File: src/rtl/apb_pkg.sv
// Shared types and constants for the APB register-file completer.
package apb_pkg;

  typedef enum logic [1:0] {
    IDLE  = 2'd0,
    WAIT  = 2'd1,
    READY = 2'd2
  } apb_state_e;

  // pprot bit that marks a non-secure access
  localparam int PPROT_NONSEC_BIT = 1;

  // wide enough for WAIT_CYCLES up to 15
  localparam int WAIT_CNT_W = 4;

  // byte-offset bits within one data word
  function automatic int calc_lsb(input int data_w);
    return (data_w <= 8) ? 0 : $clog2(data_w / 8);
  endfunction

endpackage

File: src/rtl/apb_strb_merge.sv
// Byte-lane merge: lanes with strb set take new_word, the rest keep old_word.
module apb_strb_merge #(
  parameter int DATA_W = 32
) (
  input  logic [DATA_W-1:0]   old_word,
  input  logic [DATA_W-1:0]   new_word,
  input  logic [DATA_W/8-1:0] strb,
  output logic [DATA_W-1:0]   merged
);

  for (genvar i = 0; i < DATA_W / 8; i++) begin : g_lane
    assign merged[8*i +: 8] = strb[i] ? new_word[8*i +: 8] : old_word[8*i +: 8];
  end

endmodule

File: src/rtl/apb_regfile_slave.sv
// APB4 completer in front of a byte-strobed register file.
// Programmable wait states; misaligned / out-of-range accesses return PSLVERR.
// Optional: define APB_PROT_CHECK_EN to reject non-secure (pprot[1]=1) accesses.
module apb_regfile_slave
  import apb_pkg::*;
#(
  parameter int DATA_W      = 32,
  parameter int ADDR_W      = 8,
  parameter int DEPTH       = 32,
  parameter int WAIT_CYCLES = 0
) (
  input  logic                clk,
  input  logic                reset,
  input  logic                psel,
  input  logic                penable,
  input  logic                pwrite,
  input  logic [ADDR_W-1:0]   paddr,
  input  logic [DATA_W/8-1:0] pstrb,
  input  logic [2:0]          pprot,
  input  logic [DATA_W-1:0]   pwdata,
  output logic                pready,
  output logic                pslverr,
  output logic [DATA_W-1:0]   prdata
);

  localparam int LSB    = calc_lsb(DATA_W);
  localparam int IDX_W  = ADDR_W - LSB;
  localparam int MEM_AW = (DEPTH > 1) ? $clog2(DEPTH) : 1;
  localparam logic [ADDR_W-1:0]     ALIGN_MASK = ADDR_W'((1 << LSB) - 1);
  localparam logic [WAIT_CNT_W-1:0] WAIT_LOAD  = WAIT_CNT_W'(WAIT_CYCLES);

  apb_state_e            state_q, state_d;
  logic [WAIT_CNT_W-1:0] cnt_q, cnt_d;
  logic [DATA_W-1:0]     mem_q [DEPTH];
  logic [DATA_W-1:0]     mem_d [DEPTH];

  logic              setup;
  logic [IDX_W-1:0]  idx;
  logic [MEM_AW-1:0] mem_idx;
  logic              in_range;
  logic              misaligned;
  logic              prot_err;
  logic              err;
  logic              we;
  logic [DATA_W-1:0] rd_word;
  logic [DATA_W-1:0] wr_word;

  // penable low with psel high always starts a fresh transfer
  assign setup      = psel & ~penable;
  assign idx        = paddr[ADDR_W-1:LSB];
  assign mem_idx    = MEM_AW'(idx);
  assign in_range   = (32'(idx) < DEPTH);
  assign misaligned = |(paddr & ALIGN_MASK);

`ifdef APB_PROT_CHECK_EN
  assign prot_err = pprot[PPROT_NONSEC_BIT];
`else
  assign prot_err = 1'b0;
`endif

  // only pprot[1] can ever matter; keep the rest visibly intentional
  logic unused_pprot;
  assign unused_pprot = ^pprot;

  assign err     = misaligned | ~in_range | prot_err;
  assign rd_word = mem_q[mem_idx];
  assign we      = (state_q == READY) && pwrite && !err;

  apb_strb_merge #(.DATA_W(DATA_W)) u_merge (
    .old_word (rd_word),
    .new_word (pwdata),
    .strb     (pstrb),
    .merged   (wr_word)
  );

  // transfer sequencing: setup -> optional wait countdown -> one READY cycle
  always_comb begin
    state_d = state_q;
    cnt_d   = cnt_q;
    unique case (state_q)
      IDLE: begin
        if (setup) begin
          state_d = (WAIT_CYCLES == 0) ? READY : WAIT;
          cnt_d   = WAIT_LOAD;
        end
      end
      WAIT: begin
        if (!psel) begin
          state_d = IDLE;
          cnt_d   = '0;
        end else if (!penable) begin
          state_d = (WAIT_CYCLES == 0) ? READY : WAIT;
          cnt_d   = WAIT_LOAD;
        end else if (cnt_q == WAIT_CNT_W'(1)) begin
          state_d = READY;
          cnt_d   = '0;
        end else begin
          cnt_d = cnt_q - 1'b1;
        end
      end
      READY: begin
        if (setup) begin
          state_d = (WAIT_CYCLES == 0) ? READY : WAIT;
          cnt_d   = WAIT_LOAD;
        end else begin
          state_d = IDLE;
          cnt_d   = '0;
        end
      end
      default: begin
        state_d = IDLE;
        cnt_d   = '0;
      end
    endcase
  end

  // state and counter registers
  always_ff @(posedge clk or posedge reset) begin
    if (reset) begin
      state_q <= IDLE;
      cnt_q   <= '0;
    end else begin
      state_q <= state_d;
      cnt_q   <= cnt_d;
    end
  end

  // next memory image: only the addressed word changes on a clean write
  always_comb begin
    mem_d = mem_q;
    if (we) mem_d[mem_idx] = wr_word;
  end

  // register file storage, cleared on reset
  always_ff @(posedge clk or posedge reset) begin
    if (reset) begin
      for (int i = 0; i < DEPTH; i++) mem_q[i] <= '0;
    end else begin
      mem_q <= mem_d;
    end
  end

  // response is driven only in READY; everything else reads as zero
  always_comb begin
    pready  = 1'b0;
    pslverr = 1'b0;
    prdata  = '0;
    if (state_q == READY) begin
      pready  = 1'b1;
      pslverr = err;
      if (!pwrite && !err) prdata = rd_word;
    end
  end

endmodule

File: config.mk
export PLATFORM = sky130hd
export DESIGN_NAME = apb_regfile_slave
export DESIGN_NICKNAME = d
export VERILOG_FILES = /design/src/rtl/apb_pkg.sv /design/src/rtl/apb_strb_merge.sv /design/src/rtl/apb_regfile_slave.sv
export SDC_FILE = /design/constraint.sdc
export NUM_CORES = 2
export LEC_CHECK = 0
export BUFFER_PORTS_ARGS = -buffer_cell sky130_fd_sc_hd__buf_4
export CORE_ASPECT_RATIO = 0.7
export CORE_MARGIN = 1.5
export CORE_UTILIZATION = 55
export CTS_CLUSTER_SIZE = 25
export DETAILED_ROUTE_END_ITERATION = 10
export PLACE_DENSITY = 0.71
export SYNTH_ARGS = -nofsm -noshare
export SYNTH_HDL_FRONTEND = slang
export SYNTH_SLANG_ARGS = --single-unit
File: constraint.sdc
create_clock -name clk -period 105.9 [get_ports clk]
set_input_delay 31.77 -clock clk [delete_from_list [all_inputs] [get_ports clk]]
set_output_delay 31.77 -clock clk [all_outputs]
set_load 0.01 [all_outputs]
* Yosys cells after proc, flatten, opt, wreduce, memory -nomap -nowiden *
Index checks and enable logic that the tools add are counted.

word-level totals
  output and inout bits = 34
  logic and storage cells = 82
  input port bits = 52
  flip-flop bits (word level) = 1030

cells by class
  bitwise logic cells = 5
  $lt $le $gt $ge = 3
  equality and inequality tests = 5
  $add $sub $neg = 1
  mux-type cells = 25
  reductions and logical operators = 9

operators by type and width
  operator               number
  $bwmux W1024           1
  $bmux W32 S5           1
  $demux W32 S5          1
  $mux W32               5
  $mux W8                4
  $mux W4                4
  $mux W2                5
  $pmux W4 S2            1
  $ge A6 B6 Y1 const B   1
  $lt A6 B1 Y1 const B   1
  $lt A6 B6 Y1 const B   1
  $not A5 Y6             1
  $pmux W2 S3            1
  $eq A4 B1 Y1 const B   1
  $logic_and A1 B1 Y1    4
  $ne A4 B4 Y1 const B   1
  $sub A4 B1 Y4 const B  1
  $eq A2 B1 Y1 const B   1
  $eq A2 B2 Y1 const B   1
  $logic_not A1 Y1       2
  $logic_not A2 Y1       1
  $mux W1                2
  $ne A2 B2 Y1 const B   1
  $not A1 Y1             2
  other kinds (4)        4

* Longest topological paths before layout *
  word-level depth = 7
  depth in mapped cells = 11
  gate-level depth less buffers = 5

* Hierarchy *
A second synthesis with hierarchy kept.

unflattened totals
  cells, all modules = 3373
  area, all modules = 46936.3 µm²

by module, submodules not included
  module             area each (µm²)  cells an instance  instances  seq. area each (µm²)
  apb_regfile_slave  46410.8          3337               1          25649.6
  apb_strb_merge     525.5            36                 1          0.0

* Worst setup path before layout *
No wires, ideal clock.

  kind = in2out
  start point = input port paddr[2]
  end point = output port prdata[10]
  buffers on the path = 4
  arrival time = 33.320 ns
  stages = 8
  data required time = 74.130 ns
  slack = 40.810 ns
  path through = buf_6 buf_6 buf_2 buf_2 mux2i_1 o22ai_1 nor4_1 a21oi_1

between the ends
  longest elaborated chain between the ends = 7
  elaborated cells on any way between the ends = 11

ends and longest elaborated chain
  what                 RTL line                  RTL
  start, declared      apb_regfile_slave.sv:17   input logic [ADDR_W-1:0] paddr,
  $lt A6 B6 Y1         apb_regfile_slave.sv:52   assign in_range = (32'(idx) < DEPTH);
  $not A1 Y1           apb_regfile_slave.sv:65   assign err = misaligned | ~in_range | prot_err;
  $or A1 B1 Y1         apb_regfile_slave.sv:65
  $logic_not A1 Y1     apb_regfile_slave.sv:151  if (!pwrite && !err) prdata = rd_word;
  $logic_and A1 B1 Y1  apb_regfile_slave.sv:151
  $mux W32 *           apb_regfile_slave.sv:151
  $mux W32 *           apb_regfile_slave.sv:148  if (state_q == READY) begin
  end, declared        apb_regfile_slave.sv:23   output logic [DATA_W-1:0] prdata

Mark *: on every way between the ends. The rest lies on a longest branch, timed or not. The select of a mux whose other input is x is not followed.

* Worst setup path after layout *
  start point = input port paddr[2]
  end point = output port prdata[13]

The elaborated chain is that of the path after synthesis.

==> run summary <==
The worst setup path is of the in -> out kind. On the final layout, the worst hold slack is 0.4804 ns. The post-CTS setup buffer count is 0. The final number of max-transition violations was 0; the worst slew margin relative to its limit was 11.20%.

In the final layout, the multi-input gates occupy 20,070 sq um. The post-DP HPWL was 75.69 mm. Summing every instance area after synthesis gives 47,470 sq um. After floorplanning, the core was sized to cover 84,850 sq um.

For the net count after synthesis, the log shows 3,518. After detailed routing, the average wire length per cell comes to 27.87 microns. The netlist uses 35 different library cells. The first global-routing pass estimated 193.0 mm of wire. The number of buffers added on ports was 82; the overall power was 0.7919 mW. The worst hold path was traced through 2 stages. In the routed design, unresolved DRC markers number 0. The average cell area after synthesis came out at 13.69 sq um.

From synthesis to final layout, the design area changed by 8.849%. After routing, the total negative slack on setup checks comes to 0 ns. The run gives 2,731 as the count of routing violations after the opening detailed-route iteration. Synthesis produced a netlist whose cell count is 3,466.

In the finished design, the share of the clock period the worst path needs comes to 64.40%. At the end of routability-driven placement, the weighted congestion stood at 0.8251. The register bit count reported by yosys was 1,025. Dividing the detail-routed via count by the number of cells gives 6.395. The max capacitance violation total was 0. For the pin with the worst max-slew slack, the measured transition is 1.328 ns.

Across the VDD grid, the largest voltage drop is 0.01205 mV. TritonCTS built the clock tree. The share of final-layout standard cells stronger than drive strength 1 works out to 38.94%. The path class of the tightest hold or removal check is reg -> reg.

The run finished with clean final reports. Post-CTS clock slew at the launch and capture registers of the worst setup and hold paths: 0.06 ns. Counting every sink on the clock net gives 1,025.

The initial utilization of the core area, before any placement, comes to 55.94%. The logs give 30,690 for the via count of the first global-routing pass and 51,670 sq um for the final instance area. The post-cts sizing count was 0. The worst flop-to-flop path endpoint was mem_q[62].

Leaving out fill and tap cells, the most frequent cell in the layout is sky130_fd_sc_hd__dfrtp_1. Number of nets in the layout: 3,450. For the initial antenna violation count, the log shows 2.

The first-pass iteration count of the detailed router is 7. The via count was 29,500; the yosys synthesis warning count was 0. The final count of negative-setup-slack endpoints is 0. The tools report the start of the worst register-to-register path as state_q[1]. At the worst endpoint, the arrival time is 36.43 ns. The floorplan step defined a die boundary enclosing 88,100 sq um. The run gives 202 as the pin count of the biggest net entering global routing.

The library cells used most frequently in the layout, excluding fill and tap cells, are sky130_fd_sc_hd__dfrtp_1, sky130_fd_sc_hd__mux2_2, sky130_fd_sc_hd__mux2i_1. During I/O placement, the number of pins put on the boundary was 86. The total overflow left after global routing is 0.

The insertion delay of the later-clocked pin in the worst-skew pair came out at 0.67 ns. No sink is reached through more buffers than the 3 on the longest clock path. The worst setup path is captured at a primary output. The worst register-to-register path has a depth of 5. The sequential cells in the finished layout cover a total of 25,650 sq um.

The logs give 96 for the total CTS buffers and 3 for the number of H-tree branching levels. The run gives 101.68 ns as the setup slack on the worst flop-to-flop path. The hold path startpoint is mem_q[480].

Power density of the placed cells: 15.33 nW/um^2. Summing all placed instances gives a cell area of 48,320 sq um. The post-route minimum period is 68.20 ns.

The tools report the end point of the worst hold path as mem_q[480]. After detailed routing, the total wire length is 128.6 mm. The worst setup margin is 37.70 ns, and the static power due to leakage is 25.47 nW. STA classifies the critical path startpoint as an input port. Setup repair after global routing left no endpoint under its margin. The run gives 0 as the hold-fix buffer count after cts. The tools report the total global-route track usage as 29.16%. The library cell used as clock root buffer is sky130_fd_sc_hd__clkbuf_16.

From bottom edge to top edge, the die measures 248.8 microns. The number of hold violations in the final report is 0. At the worst endpoint, the required time is 74.13 ns.

The highest fanout seen on the critical path came out at 146. The number of nets still failing antenna checks after routing is 0. The count of filler cells inserted in the layout came out at 6,362.

The highest clock rate is 0.01466 GHz. The run gives 38.07 ns as the pre-CTS setup slack. The floorplan has 89 rows. Of the synthesized area, sequential elements account for 54.04%. The final clock skew was 0.02853 ns; the die width was 354.1 microns.
[cell families after synthesis]
kind of cell	count (synthesis)	synth area share, %
mux	1472	33.57
flops	1025	54.04
compound gates	382	5.143
buf+inv	334	4.381
simple gates	253	2.865
[worst max-delay path, cell delays in order]
cell and delay [ns]:
sky130_fd_sc_hd__buf_8 0.58, sky130_fd_sc_hd__buf_12 0.79, sky130_fd_sc_hd__buf_4 0.92, sky130_fd_sc_hd__mux2i_1 0.33
sky130_fd_sc_hd__o22ai_1 0.14, sky130_fd_sc_hd__nor4_1 1.02, sky130_fd_sc_hd__a21oi_1 0.33, sky130_fd_sc_hd__buf_4 0.24
[sequential cells by signal, summed over array words and instances (netlist names)]
register,flops
mem_q,1024
state_q,1
[routing by layer]
| layer | GRT usage [%] | wire [microns] | vias up |
|---|---|---|---|
| li1 | - | - | 12560 |
| met1 | 42.16 | 57180 | 15580 |
| met2 | 44.45 | 57500 | 1117 |
| met3 | 5.846 | 10160 | 245 |
| met4 | 8.938 | 3743 | 0 |
| met5 | 0 | 0 | - |
[stage by stage]
step | util (%) | cells
2_1_floorplan | - | 3466
3_3_place_gp | 56.95 | 4433
3_5_place_dp | 56.95 | 4433
4_1_cts | 60.71 | 4608
5_1_grt | 60.89 | 4612
6_report | 60.89 | 4613
[cells in the mapped netlist]
cell type | count | area, sq um
sky130_fd_sc_hd__nand4_1 | 1 | 6.260
sky130_fd_sc_hd__mux2_2 | 960 | 10810
sky130_fd_sc_hd__nor4_4 | 1 | 21.27
sky130_fd_sc_hd__dfrtp_1 | 1025 | 25650
sky130_fd_sc_hd__nor2b_1 | 6 | 37.54
sky130_fd_sc_hd__or4_1 | 5 | 37.54
sky130_fd_sc_hd__nor4_1 | 61 | 381.6
sky130_fd_sc_hd__o21ai_1 | 20 | 100.1
sky130_fd_sc_hd__nor4_2 | 3 | 37.54
sky130_fd_sc_hd__buf_6 | 93 | 1047
sky130_fd_sc_hd__nand2b_1 | 4 | 25.02
sky130_fd_sc_hd__a21oi_1 | 30 | 150.1
sky130_fd_sc_hd__nand3_1 | 9 | 45.04
sky130_fd_sc_hd__buf_4 | 8 | 60.06
sky130_fd_sc_hd__or4b_1 | 4 | 40.04
sky130_fd_sc_hd__inv_1 | 6 | 22.52
sky130_fd_sc_hd__o21ai_0 | 44 | 220.2
sky130_fd_sc_hd__buf_1 | 33 | 123.9
sky130_fd_sc_hd__nor2_4 | 1 | 11.26
sky130_fd_sc_hd__nor3_1 | 2 | 10.01
sky130_fd_sc_hd__nor4b_4 | 1 | 23.77
sky130_fd_sc_hd__o31ai_2 | 2 | 25.02
sky130_fd_sc_hd__a31oi_1 | 5 | 31.28
sky130_fd_sc_hd__clkbuf_1 | 116 | 435.4
sky130_fd_sc_hd__buf_2 | 78 | 390.4
sky130_fd_sc_hd__nand4bb_1 | 7 | 78.83
sky130_fd_sc_hd__nor4b_2 | 2 | 30.03
sky130_fd_sc_hd__or2_1 | 1 | 6.260
sky130_fd_sc_hd__o22ai_1 | 256 | 1602
sky130_fd_sc_hd__nor2_1 | 47 | 176.4
sky130_fd_sc_hd__a31oi_2 | 25 | 312.8
sky130_fd_sc_hd__nand4b_1 | 4 | 35.03
sky130_fd_sc_hd__nand3b_1 | 1 | 7.510
sky130_fd_sc_hd__nand2_1 | 93 | 349.1
sky130_fd_sc_hd__mux2i_1 | 512 | 5125
[cell type report]
type / instances / share of cell area [%]
antenna: 1 / 0.004843
clock buffer: 150 / 5.611
clock inverter: 25 / 0.5739
tap: 1137 / 2.753
multi-input combinational: 2107 / 38.85
timing repair buffer: 162 / 2.502
inverter: 6 / 0.05812
sequential: 1025 / 49.65
[worst max-delay path by stage]
stage                  start          to  slack [ns]  cells after the start
detailed placement  paddr[2]  prdata[13]       38.07                      8
global route        paddr[2]  prdata[13]       37.64                      8
CTS                 paddr[2]  prdata[13]       38.02                      8
floorplan           paddr[2]  prdata[10]       40.81                      8
global placement    paddr[2]  prdata[13]       38.09                      8
finish              paddr[2]  prdata[13]       37.70                      8
[report_power, final]
group	internal, mW	total (mW)	switching, mW	leakage, nW
logic	0.0129	0.0418	0.0289	9.60
clock network	0.203	0.352	0.149	1.58
registers	0.396	0.398	0.00232	14.3
(Power assumes the default switching activity.)
